### src/rtl/cic_comp_fir.sv
// cic_comp_fir: CIC droop-compensation FIR with optional decimate-by-2.
// A 16-tap symmetric Q15 FIR is evaluated with one serial MAC. One result is
// produced per DECIM accepted samples.
// Ports:
//   osc_clk   - system clock, rising edge
//   rst_n     - asynchronous active-low reset
//   in_data   - signed 12-bit sample from the CIC
//   in_clk    - CIC sample clock; a rising edge marks a new in_data
//   out_data  - signed 12-bit filtered sample, held between updates
//   out_valid - 1-cycle pulse when out_data updates
//   sat       - 1-cycle pulse alongside out_valid when the result was clipped
//   overrun   - sticky flag: a sample arrived while the MAC was busy
module cic_comp_fir #(
  parameter int unsigned DECIM = 2,
  parameter int unsigned ACC_W = 34
) (
  input  logic               osc_clk,
  input  logic               rst_n,
  input  logic signed [11:0] in_data,
  input  logic               in_clk,
  output logic signed [11:0] out_data,
  output logic               out_valid,
  output logic               sat,
  output logic               overrun
);

  localparam int unsigned DATA_W = 12;
  localparam int unsigned COEF_W = 16;
  localparam int unsigned PROD_W = DATA_W + COEF_W;
  localparam int unsigned TAPS   = 16;
  localparam int unsigned PTR_W  = 4;
  localparam int unsigned CNT_W  = 1;

  localparam logic signed [ACC_W-1:0] RND     = ACC_W'(16384);
  localparam logic signed [ACC_W-1:0] SAT_MAX = ACC_W'(2047);
  localparam logic signed [ACC_W-1:0] SAT_MIN = -ACC_W'(2048);

  typedef enum logic [2:0] {
    S_IDLE  = 3'd0,
    S_MAC   = 3'd1,
    S_ROUND = 3'd2,
    S_SAT   = 3'd3,
    S_OUT   = 3'd4
  } state_t;

  state_t                    state;
  logic                      q1;
  logic                      q2;
  logic                      accept;
  logic signed [DATA_W-1:0]  dl [TAPS];
  logic [PTR_W-1:0]          wp;
  logic [PTR_W-1:0]          rd;
  logic [PTR_W-1:0]          k;
  logic [CNT_W-1:0]          dcnt;
  logic                      wrap;
  logic signed [ACC_W-1:0]   acc;
  logic signed [ACC_W-1:0]   rnd_sum;
  logic signed [PROD_W-1:0]  prod;
  logic signed [ACC_W-1:0]   prod_ext;
  logic signed [DATA_W-1:0]  clip;
  logic                      clipped;

  // Half of the symmetric Q15 coefficient set; taps 8..15 mirror taps 7..0.
  function automatic logic signed [COEF_W-1:0] coef(input logic [PTR_W-1:0] idx);
    logic [2:0] m;
    m = idx[3] ? ~idx[2:0] : idx[2:0];
    case (m)
      3'd0:    coef = -16'sd64;
      3'd1:    coef = -16'sd192;
      3'd2:    coef = 16'sd128;
      3'd3:    coef = 16'sd640;
      3'd4:    coef = 16'sd256;
      3'd5:    coef = -16'sd1600;
      3'd6:    coef = 16'sd1024;
      default: coef = 16'sd16192;
    endcase
  endfunction

  // Rising edge of the twice-registered sample clock.
  assign accept = q1 & ~q2;

  // Decimation counter wraps on the accept that launches the MAC.
  assign wrap = (dcnt == CNT_W'(DECIM - 1));

  // Tap product, sign-extended into the accumulator width.
  always_comb begin
    prod     = dl[rd] * coef(k);
    prod_ext = {{(ACC_W - PROD_W){prod[PROD_W-1]}}, prod};
    rnd_sum  = acc + RND;
  end

  // Clip the rounded result to the 12-bit signed range.
  always_comb begin
    clip    = acc[DATA_W-1:0];
    clipped = 1'b0;
    if (acc > SAT_MAX) begin
      clip    = 12'sh7FF;
      clipped = 1'b1;
    end else if (acc < SAT_MIN) begin
      clip    = 12'sh800;
      clipped = 1'b1;
    end
  end

  // Input capture, delay line, decimation and MAC sequencing.
  always_ff @(posedge osc_clk or negedge rst_n) begin
    if (!rst_n) begin
      state     <= S_IDLE;
      q1        <= 1'b0;
      q2        <= 1'b0;
      wp        <= '0;
      rd        <= '0;
      k         <= '0;
      dcnt      <= '0;
      acc       <= '0;
      out_data  <= '0;
      out_valid <= 1'b0;
      sat       <= 1'b0;
      overrun   <= 1'b0;
      for (int i = 0; i < int'(TAPS); i++) dl[i] <= '0;
    end else begin
      q1 <= in_clk;
      q2 <= q1;

      if (accept) begin
        if (state == S_IDLE) begin
          dl[wp] <= in_data;
          wp     <= wp + 1'b1;
          dcnt   <= wrap ? '0 : dcnt + 1'b1;
          if (wrap) begin
            // The slot just written is the newest sample, x[n].
            rd    <= wp;
            k     <= '0;
            acc   <= '0;
            state <= S_MAC;
          end
        end else begin
          overrun <= 1'b1;
        end
      end

      case (state)
        S_MAC: begin
          acc <= acc + prod_ext;
          rd  <= rd - 1'b1;
          k   <= k + 1'b1;
          if (k == 4'd15) state <= S_ROUND;
        end
        S_ROUND: begin
          acc   <= rnd_sum >>> 15;
          state <= S_SAT;
        end
        S_SAT: begin
          out_data  <= clip;
          sat       <= clipped;
          out_valid <= 1'b1;
          state     <= S_OUT;
        end
        S_OUT: begin
          out_valid <= 1'b0;
          sat       <= 1'b0;
          state     <= S_IDLE;
        end
        default: ;
      endcase
    end
  end

endmodule

### config.mk
export PLATFORM = sky130hd
export DESIGN_NAME = cic_comp_fir
export DESIGN_NICKNAME = d
export VERILOG_FILES = /design/src/rtl/cic_comp_fir.sv
export SDC_FILE = /design/constraint.sdc
export NUM_CORES = 1
export LEC_CHECK = 0
export CORE_MARGIN = 2
export CORE_UTILIZATION = 62
export DETAILED_ROUTE_END_ITERATION = 7
export GPL_ROUTABILITY_DRIVEN = 0
export MAX_ROUTING_LAYER = met4
export PLACE_DENSITY = 0.87
export SYNTH_ARGS = -nofsm -noshare
export SYNTH_HDL_FRONTEND = slang
export SYNTH_SLANG_ARGS = --single-unit
### constraint.sdc
create_clock -name osc_clk -period 19.49 [get_ports osc_clk]
set_clock_uncertainty 0.1 [all_clocks]
set_input_delay 1.949 -clock osc_clk [delete_from_list [all_inputs] [get_ports osc_clk]]
set_output_delay 1.949 -clock osc_clk [all_outputs]
set_load 0.005 [all_outputs]
==> run_summary.xml, run 1 <==
<?xml version="1.0" encoding="UTF-8"?>
<metrics>
  <group name="drt">
    <metric name="average_wire_per_cell_in_the_routed_design" unit="µm">22.8</metric>
    <metric name="routed_wl" unit="mm">43.5</metric>
    <metric name="drcViolationCount" unit="">0</metric>
    <metric name="detail-route-antenna-nets" unit="">0</metric>
    <metric name="detail_route.first_pass.iterations" unit="">5</metric>
    <metric name="vias" unit="">11900</metric>
    <metric name="initialDrtViolationCount" unit="">1117</metric>
    <metric name="vias_per_cell" unit="">6.26</metric>
  </group>
  <group name="yosys">
    <metric name="avgSynthCellArea" unit="µm²">12.0</metric>
    <metric name="synth_area" unit="µm²">18300</metric>
    <metric name="synth_fp_nets" unit="">1787</metric>
    <metric name="yosys.cell_types.count" unit="">64</metric>
    <metric name="synth_area_leader_cell" unit="">dfrtp_1</metric>
    <metric name="synth_enable_flop_cells" unit="">0</metric>
    <metric name="post_synth_inst_count" unit="">1523</metric>
    <metric name="async_set_or_reset_flop_fraction_in_the_synthesized_netlist" unit="%">100</metric>
    <metric name="synth_seq_cells" unit="">259</metric>
    <metric name="ys_top_cells_by_area" unit="">dfrtp_1, fa_1, mux2_2, mux4_2, ha_1</metric>
    <metric name="synth_top_area_share" unit="%">35.5</metric>
    <metric name="ys_seq_area_share" unit="%">35.5</metric>
    <metric name="synth-warning-count" unit="">0</metric>
    <metric name="ys_dominant_reg_cell" unit="">dfrtp_1</metric>
  </group>
  <group name="timing">
    <metric name="slew_headroom" unit="%">17.1</metric>
    <metric name="period_share" unit="%">41.6</metric>
    <metric name="hold-worst-slack" unit="ns">0.281</metric>
    <metric name="timing_hold_violations_final" unit="">0</metric>
    <metric name="rsz0062_at_grt" unit="">false</metric>
    <metric name="timing_max_transition_violations_final" unit="">0</metric>
    <metric name="max_clock_freq" unit="MHz">123</metric>
    <metric name="final-setup-viol-count" unit="">0</metric>
    <metric name="worst_slew_pin_slew" unit="ns">1.24</metric>
    <metric name="totalNegativeSetupSlack" unit="ns">0</metric>
    <metric name="final_period_minus_worst_setup_slack" unit="ns">8.12</metric>
  </group>
  <group name="critical_path">
    <metric name="ff2ff_setup_slack" unit="ns">11.37</metric>
    <metric name="path_max_fanout" unit="">52</metric>
    <metric name="critical_path.cell_chain" unit="">mux4_2 &gt; mux4_2 &gt; nand2_1 &gt; fa_1 &gt; fa_1 &gt; inv_1 &gt; fa_1 &gt; fa_1 &gt; fa_1 &gt; ha_1 &gt; ha_1 &gt; a21oi_1 &gt; o21ai_0 &gt; a21oi_1 &gt; a21oi_1 &gt; a311oi_1 &gt; xor2_1 &gt; o21ai_0</metric>
    <metric name="critPathArrivalTime" unit="ns">8.39</metric>
    <metric name="r2r_start" unit="">rd[0]</metric>
    <metric name="element_type_at_the_critical_path_start" unit="">flop</metric>
    <metric name="reg2reg_to" unit="">acc[28]</metric>
    <metric name="crit_type" unit="">flop to flop</metric>
    <metric name="worst-endpoint-required" unit="ns">19.76</metric>
    <metric name="critPathCaptureType" unit="">flop</metric>
    <metric name="timing.critical_path.slowest_stage_cell" unit="">dfrtp_4</metric>
    <metric name="most_used_cell_cp" unit="">fa_1</metric>
    <metric name="reg2regPathDepth" unit="">18</metric>
    <metric name="critical-path-max-stage-delay" unit="ns">1.07</metric>
    <metric name="setup.worst_path.start" unit="">rd[0]</metric>
    <metric name="setup.worst_path.end" unit="">acc[28]</metric>
  </group>
  <group name="grt">
    <metric name="grt_usage" unit="%">30.6</metric>
    <metric name="grt_max_degree" unit="">132</metric>
    <metric name="number_of_global_route_vias_before_repair" unit="">12800</metric>
    <metric name="grt_pass1_wl" unit="mm">70.7</metric>
    <metric name="grt.overflow.total" unit="">0</metric>
    <metric name="grt_antenna_before_repair" unit="">0</metric>
  </group>
  <group name="clock_tree">
    <metric name="clkLatencyLatePin" unit="ns">0.56</metric>
    <metric name="clock_sinks" unit="">259</metric>
    <metric name="post-cts-setup-buffer-count" unit="">0</metric>
    <metric name="cts-hold-fix-buffers" unit="">0</metric>
    <metric name="clock_tree.htree_level_count" unit="">1</metric>
    <metric name="cts_repair_resize_count" unit="">0</metric>
    <metric name="cts-root-buf" unit="">clkbuf_16</metric>
    <metric name="clock_tree_from_tritoncts" unit="">yes</metric>
    <metric name="worst_setup_hold_path_clk_slew" unit="ns">0.06</metric>
    <metric name="clock_path_buffers" unit="">3</metric>
    <metric name="cts-buffers-inserted" unit="">26</metric>
  </group>
  <group name="placed_design">
    <metric name="dp_hpwl" unit="mm">30.3</metric>
    <metric name="dpl_cell_area" unit="µm²">18700</metric>
    <metric name="port-buffer-count" unit="">29</metric>
  </group>
  <group name="flow_run">
    <metric name="max_cap_viol_count" unit="">0</metric>
  </group>
  <group name="hold_path">
    <metric name="hp-start" unit="">q1</metric>
    <metric name="timing.hold.worst.class" unit="">flop to flop</metric>
  </group>
  <group name="die">
    <metric name="dieArea" unit="µm²">30800</metric>
    <metric name="placementRows" unit="">62</metric>
    <metric name="dieHeight" unit="µm">176</metric>
    <metric name="core_region_area" unit="µm²">28900</metric>
    <metric name="floorplan.initialDensity" unit="%">63.3</metric>
    <metric name="ioPinCount" unit="">30</metric>
    <metric name="die_wd" unit="µm">176</metric>
  </group>
  <group name="cells_and_area">
    <metric name="antenna_cells" unit="">0</metric>
    <metric name="design.final.nets" unit="">1774</metric>
    <metric name="share_of_final_layout_standard_cells_stronger_than_drive_strength_1" unit="%">20.1</metric>
    <metric name="design_area" unit="µm²">19600</metric>
    <metric name="fillers" unit="">1954</metric>
    <metric name="area_growth_syn_to_layout" unit="%">7.12</metric>
  </group>
  <group name="run_status">
    <metric name="status" unit="">finished, final reports clean</metric>
  </group>
</metrics>
[per-layer routing]
| layer | part of all wire, % | vias to the layer above | GRT usage [%] |
|---|---|---|---|
| met2 | 49 | 546 | 49.2 |
| li1 | - | 5113 | - |
| met5 | 0 | - | - |
| met3 | 7.6 | 157 | 5.06 |
| met1 | 39 | 6127 | 39.6 |
| met4 | 4.3 | 0 | 11.5 |
[placed cells by master, fill, tap and decap left out, drive strengths merged, types with 6 or more instances in the layout]
cell type,count
mux2,195
o21a,7
dfrtp,259
o21ai,63
inv,199
a21oi,58
and2,24
xor2,19
buf,8
ha,85
nand3,28
nand2b,8
xnor2,38
a21o,7
nor2,44
clkdlybuf4s50,28
fa,164
nand2,90
mux4,57
nor3,9
a211oi,6
nand4,17
a22oi,8
clkbuf,38
nor2b,14
[cell usage after synthesis (all sizes together), types with 2 or more instances]
cell type / instances
mux2: 195
buf: 30
nor4: 5
a22oi: 8
nand2: 90
ha: 85
o21a: 7
o21ai: 63
inv: 199
and3: 5
a31oi: 2
mux4: 57
nand4: 17
a21oi: 58
o31ai: 4
nor4b: 2
a21o: 7
xnor2: 38
nor3: 9
nor2: 44
and2: 24
o221ai: 2
fa: 164
o32ai: 2
and4: 2
nand2b: 8
a211o: 2
nand3: 28
dfrtp: 259
mux2i: 4
nor2b: 14
xor2: 19
clkbuf: 47
o21bai: 2
a211oi: 6
[sequential cells by signal (all words and copies together) (netlist names)]
| register | flops |
|---|---|
| wp | 4 |
| dcnt | 1 |
| k | 4 |
| overrun | 1 |
| sat | 1 |
| state | 3 |
| acc | 34 |
| out_valid | 1 |
| rd | 4 |
| q2 | 1 |
| q1 | 1 |
| out_data | 12 |
| dl | 192 |
[worst min-delay path by stage]
stage / endpoint / slack, ns / cells past startpoint
detailed placement: q2 / 0.27 / 0
CTS: q2 / 0.29 / 0
finish: q2 / 0.28 / 0
global route: q2 / 0.31 / 0
global placement: q2 / 0.27 / 0
floorplan: q2 / 0.25 / 0
[metrics by stage]
step / worst slack [ns] / util, % / cells
2_1_floorplan: 12.48 / - / 1523
3_3_place_gp: 11.59 / 64.9 / 1866
3_5_place_dp: 11.43 / 64.9 / 1866
4_1_cts: 11.37 / 67.8 / 1909
5_1_grt: 10.93 / 67.8 / 1909
6_report: 11.37 / 67.8 / 1909
[cells by family after synthesis]
family	Yosys count	share of synthesized area [%]
buffers and inverters	276	6.09
DFF	259	35.5
muxes	256	19.3
and+or+nand+nor	251	6.72
adders and majority gates	250	23.9
AOI/OAI and AO/OA	174	5.81
xor gates and xnor gates	57	2.73
[cell type report]
| class | instances | area, µm² | share of cell area, % |
|---|---|---|---|
| timing repair buffer | 36 | 348 | 1.78 |
| multi-input combinational | 988 | 10700 | 54.6 |
| sequential | 259 | 6490 | 33.2 |
| clock inverter | 5 | 77.6 | 0.397 |
| inverter | 199 | 747 | 3.82 |
| tap | 384 | 480 | 2.46 |
| clock buffer | 38 | 746 | 3.81 |
[worst max-delay path: cells and delay by family (launching register included)]
kind                       cells  cell delay, ns
AOI/OAI and AO/OA              6            1.40
and+or+nand+nor                1            0.21
adders and majority gates      7            3.65
buffers and inverters          1            0.09
DFF                            1            1.07
xor gates and xnor gates       1            0.17
muxes                          2            1.19
Power of run 1 is not shown: default switching activity piles up to over one toggle a cycle in this logic, so the estimate is an artifact.
==> run 2: changes to the inputs <==
Settings changed: CORE_UTILIZATION 62 to 58, PLACE_DENSITY 0.87 to 0.86.
Clock period 19.49 ns to 6.7 ns, I/O delays scaled along.
==> run 2 against run 1 <==
Compared with the run above: setup slack worse by 12 ns; design area is 13% higher; highest routed layer unchanged; largest cell class unchanged; the run now ends with setup timing left; sequential cell count stayed put; critical endpoint is now acc[32]; count of clock-buffer cells in the layout shrank 1.
==> run_summary.xml, run 2 (synthesis gave the netlist of run 1 again) <==
<?xml version="1.0" encoding="UTF-8"?>
<metrics>
  <group name="drt">
    <metric name="initialDrtViolationCount" unit="">1238</metric>
    <metric name="average_wire_per_cell_in_the_routed_design" unit="µm">25.9</metric>
    <metric name="vias" unit="">13400</metric>
    <metric name="drcViolationCount" unit="">0</metric>
    <metric name="detail-route-antenna-nets" unit="">0</metric>
    <metric name="vias_per_cell" unit="">6.45</metric>
    <metric name="detail_route.first_pass.iterations" unit="">6</metric>
    <metric name="routed_wl" unit="mm">53.9</metric>
  </group>
  <group name="timing">
    <metric name="worst_slew_pin_slew" unit="ns">1.23</metric>
    <metric name="final_period_minus_worst_setup_slack" unit="ns">7.11</metric>
    <metric name="timing_max_transition_violations_final" unit="">0</metric>
    <metric name="slew_headroom" unit="%">17.9</metric>
    <metric name="period_share" unit="%">106</metric>
    <metric name="max_clock_freq" unit="MHz">141</metric>
    <metric name="final-setup-viol-count" unit="">15</metric>
    <metric name="rsz0062_at_grt" unit="">true</metric>
    <metric name="setup_slack" unit="ns">-0.412</metric>
    <metric name="timing_hold_violations_final" unit="">0</metric>
  </group>
  <group name="die">
    <metric name="placementRows" unit="">64</metric>
    <metric name="ioPinCount" unit="">30</metric>
    <metric name="dieArea" unit="µm²">32900</metric>
    <metric name="dieHeight" unit="µm">181</metric>
    <metric name="die_wd" unit="µm">181</metric>
    <metric name="core_region_area" unit="µm²">30800</metric>
    <metric name="floorplan.initialDensity" unit="%">59.2</metric>
  </group>
  <group name="critical_path">
    <metric name="worst-endpoint-required" unit="ns">7.08</metric>
    <metric name="element_type_at_the_critical_path_start" unit="">flop</metric>
    <metric name="critPathArrivalTime" unit="ns">7.49</metric>
    <metric name="critPathCaptureType" unit="">flop</metric>
    <metric name="path_max_fanout" unit="">6</metric>
    <metric name="setup.worst_path.start" unit="">rd[0]</metric>
    <metric name="r2r_start" unit="">rd[0]</metric>
    <metric name="crit_type" unit="">flop to flop</metric>
  </group>
  <group name="grt">
    <metric name="gr-max-usage-layer" unit="">met2</metric>
    <metric name="use_met3" unit="%">5.76</metric>
    <metric name="grt_usage" unit="%">32.2</metric>
    <metric name="number_of_global_route_vias_before_repair" unit="">14400</metric>
    <metric name="gr-usage-met1" unit="%">36.9</metric>
    <metric name="grt_util_met2" unit="%">53.6</metric>
    <metric name="grt.overflow.total" unit="">0</metric>
    <metric name="grt_antenna_before_repair" unit="">0</metric>
    <metric name="grt_pass1_wl" unit="mm">79.2</metric>
    <metric name="grt_max_degree" unit="">107</metric>
  </group>
  <group name="cells_and_area">
    <metric name="reg_top3" unit="">dl: 192 flops, acc: 34 flops, out_data: 12 flops</metric>
    <metric name="largest_register" unit="">dl</metric>
    <metric name="design.final.nets" unit="">1930</metric>
    <metric name="fillers" unit="">1713</metric>
    <metric name="final_cell_count_no_fill" unit="">2081</metric>
    <metric name="antenna_cells" unit="">0</metric>
    <metric name="max_ffs_per_register" unit="">192</metric>
    <metric name="share_of_final_layout_standard_cells_stronger_than_drive_strength_1" unit="%">37.0</metric>
    <metric name="multi_input_comb_area" unit="µm²">11600</metric>
    <metric name="area_growth_syn_to_layout" unit="%">20.6</metric>
    <metric name="sequential_cell_area" unit="µm²">6490</metric>
    <metric name="final_cell_mix" unit="">dfrtp_1, mux2_2, inv_1, fa_1, buf_4</metric>
    <metric name="mostFrequentLayoutCell" unit="">dfrtp_1</metric>
  </group>
  <group name="hold_path">
    <metric name="timing.hold.worst.class" unit="">primary input to asynchronous set/reset pin</metric>
  </group>
  <group name="clock_tree">
    <metric name="clock_tree.htree_level_count" unit="">1</metric>
    <metric name="clock_tree_from_tritoncts" unit="">yes</metric>
    <metric name="clock_path_buffers" unit="">3</metric>
    <metric name="clkLatencyLatePin" unit="ns">0.57</metric>
    <metric name="worst_setup_hold_path_clk_slew" unit="ns">0.07</metric>
    <metric name="cts-buffers-inserted" unit="">27</metric>
    <metric name="cts-root-buf" unit="">clkbuf_16</metric>
    <metric name="clock_sinks" unit="">259</metric>
    <metric name="cts-hold-fix-buffers" unit="">0</metric>
  </group>
  <group name="placed_design">
    <metric name="dp_hpwl" unit="mm">32.1</metric>
    <metric name="dp_cell_count" unit="">2002</metric>
    <metric name="port-buffer-count" unit="">29</metric>
  </group>
  <group name="run_status">
    <metric name="failed_checks" unit="">setup timing</metric>
    <metric name="status" unit="">complete, but fails checks</metric>
  </group>
  <group name="flow_run">
    <metric name="max_cap_viol_count" unit="">0</metric>
  </group>
</metrics>
run 2: cell count changes in the layout (fill, tap and decap cells not counted), sizes merged:
| cell | change |
|---|---|
| buf | +155 |
| inv | +3 |
| clkinv | +2 |
| bufinv | +1 |
| clkbuf | -1 |
run 2: layout make-up:
| class | count | area share, % |
|---|---|---|
| clock buffer | 37 | 3.42 |
| tap | 396 | 2.25 |
| inverter | 199 | 3.45 |
| clock inverter | 11 | 0.591 |
| multi-input combinational | 988 | 52.9 |
| timing repair buffer | 191 | 7.98 |
| sequential | 259 | 29.4 |
run 2: path summary, 6_finish.rpt:
check	end	slack (ns)	cells after the start
worst max register to register	acc[32]	-0.41	22
min in group osc_clk	q2	0.28	0
worst max-delay path	acc[32]	-0.41	22
max in group asynchronous	rd[1]	4.90	2
worst min-delay path	dl[110]	0.04	1
worst min register to register	q2	0.28	0
run 2: worst max-delay path, stage by stage, from the launching register on:
cell and delay (ns):
dfrtp_4 0.53, buf_8 0.15, buf_6 0.10, mux4_2 0.50
mux4_2 0.63, nand2_4 0.13, fa_2 0.51, buf_6 0.18
buf_4 0.13, fa_1 0.49, fa_1 0.62, inv_1 0.10
fa_1 0.44, fa_1 0.62, ha_4 0.23, ha_4 0.29
and3_4 0.25, nand4_1 0.15, a211oi_2 0.24, buf_4 0.19
o32ai_4 0.10, xor2_1 0.16, a21oi_1 0.18
run 2: timing repair:
item / in CTS / in global routing
setup buffers: 13 / 20
gates resized for setup: 126 / 95
pin swaps: 108 / 54
cloned: 2 / 0
setup endpoints to repair: 15 / 19
run 2: layer usage:
metal	vias up	part of all wire, %
li1	5437	-
met1	6752	34
met2	836	49
met3	394	7.7
met4	0	8.8
met5	-	0
run 2: per-stage QoR:
step                setup TNS (ns)  area [µm²]  hold WS, ns  util [%]  setup slack (ns)
global placement             -1.01       19900        0.263      64.4            -0.213
detailed placement           -2.62       19900        0.278      64.4            -0.387
floorplan                        0       18300        0.255         -           0.00517
CTS                         -0.504       21600       0.0796      70.2            -0.133
global route                 -5.37       22000       0.0979      71.4            -0.583
finish                       -2.93       22000       0.0418      71.4            -0.412
Power of run 2 is left out for the same reason.
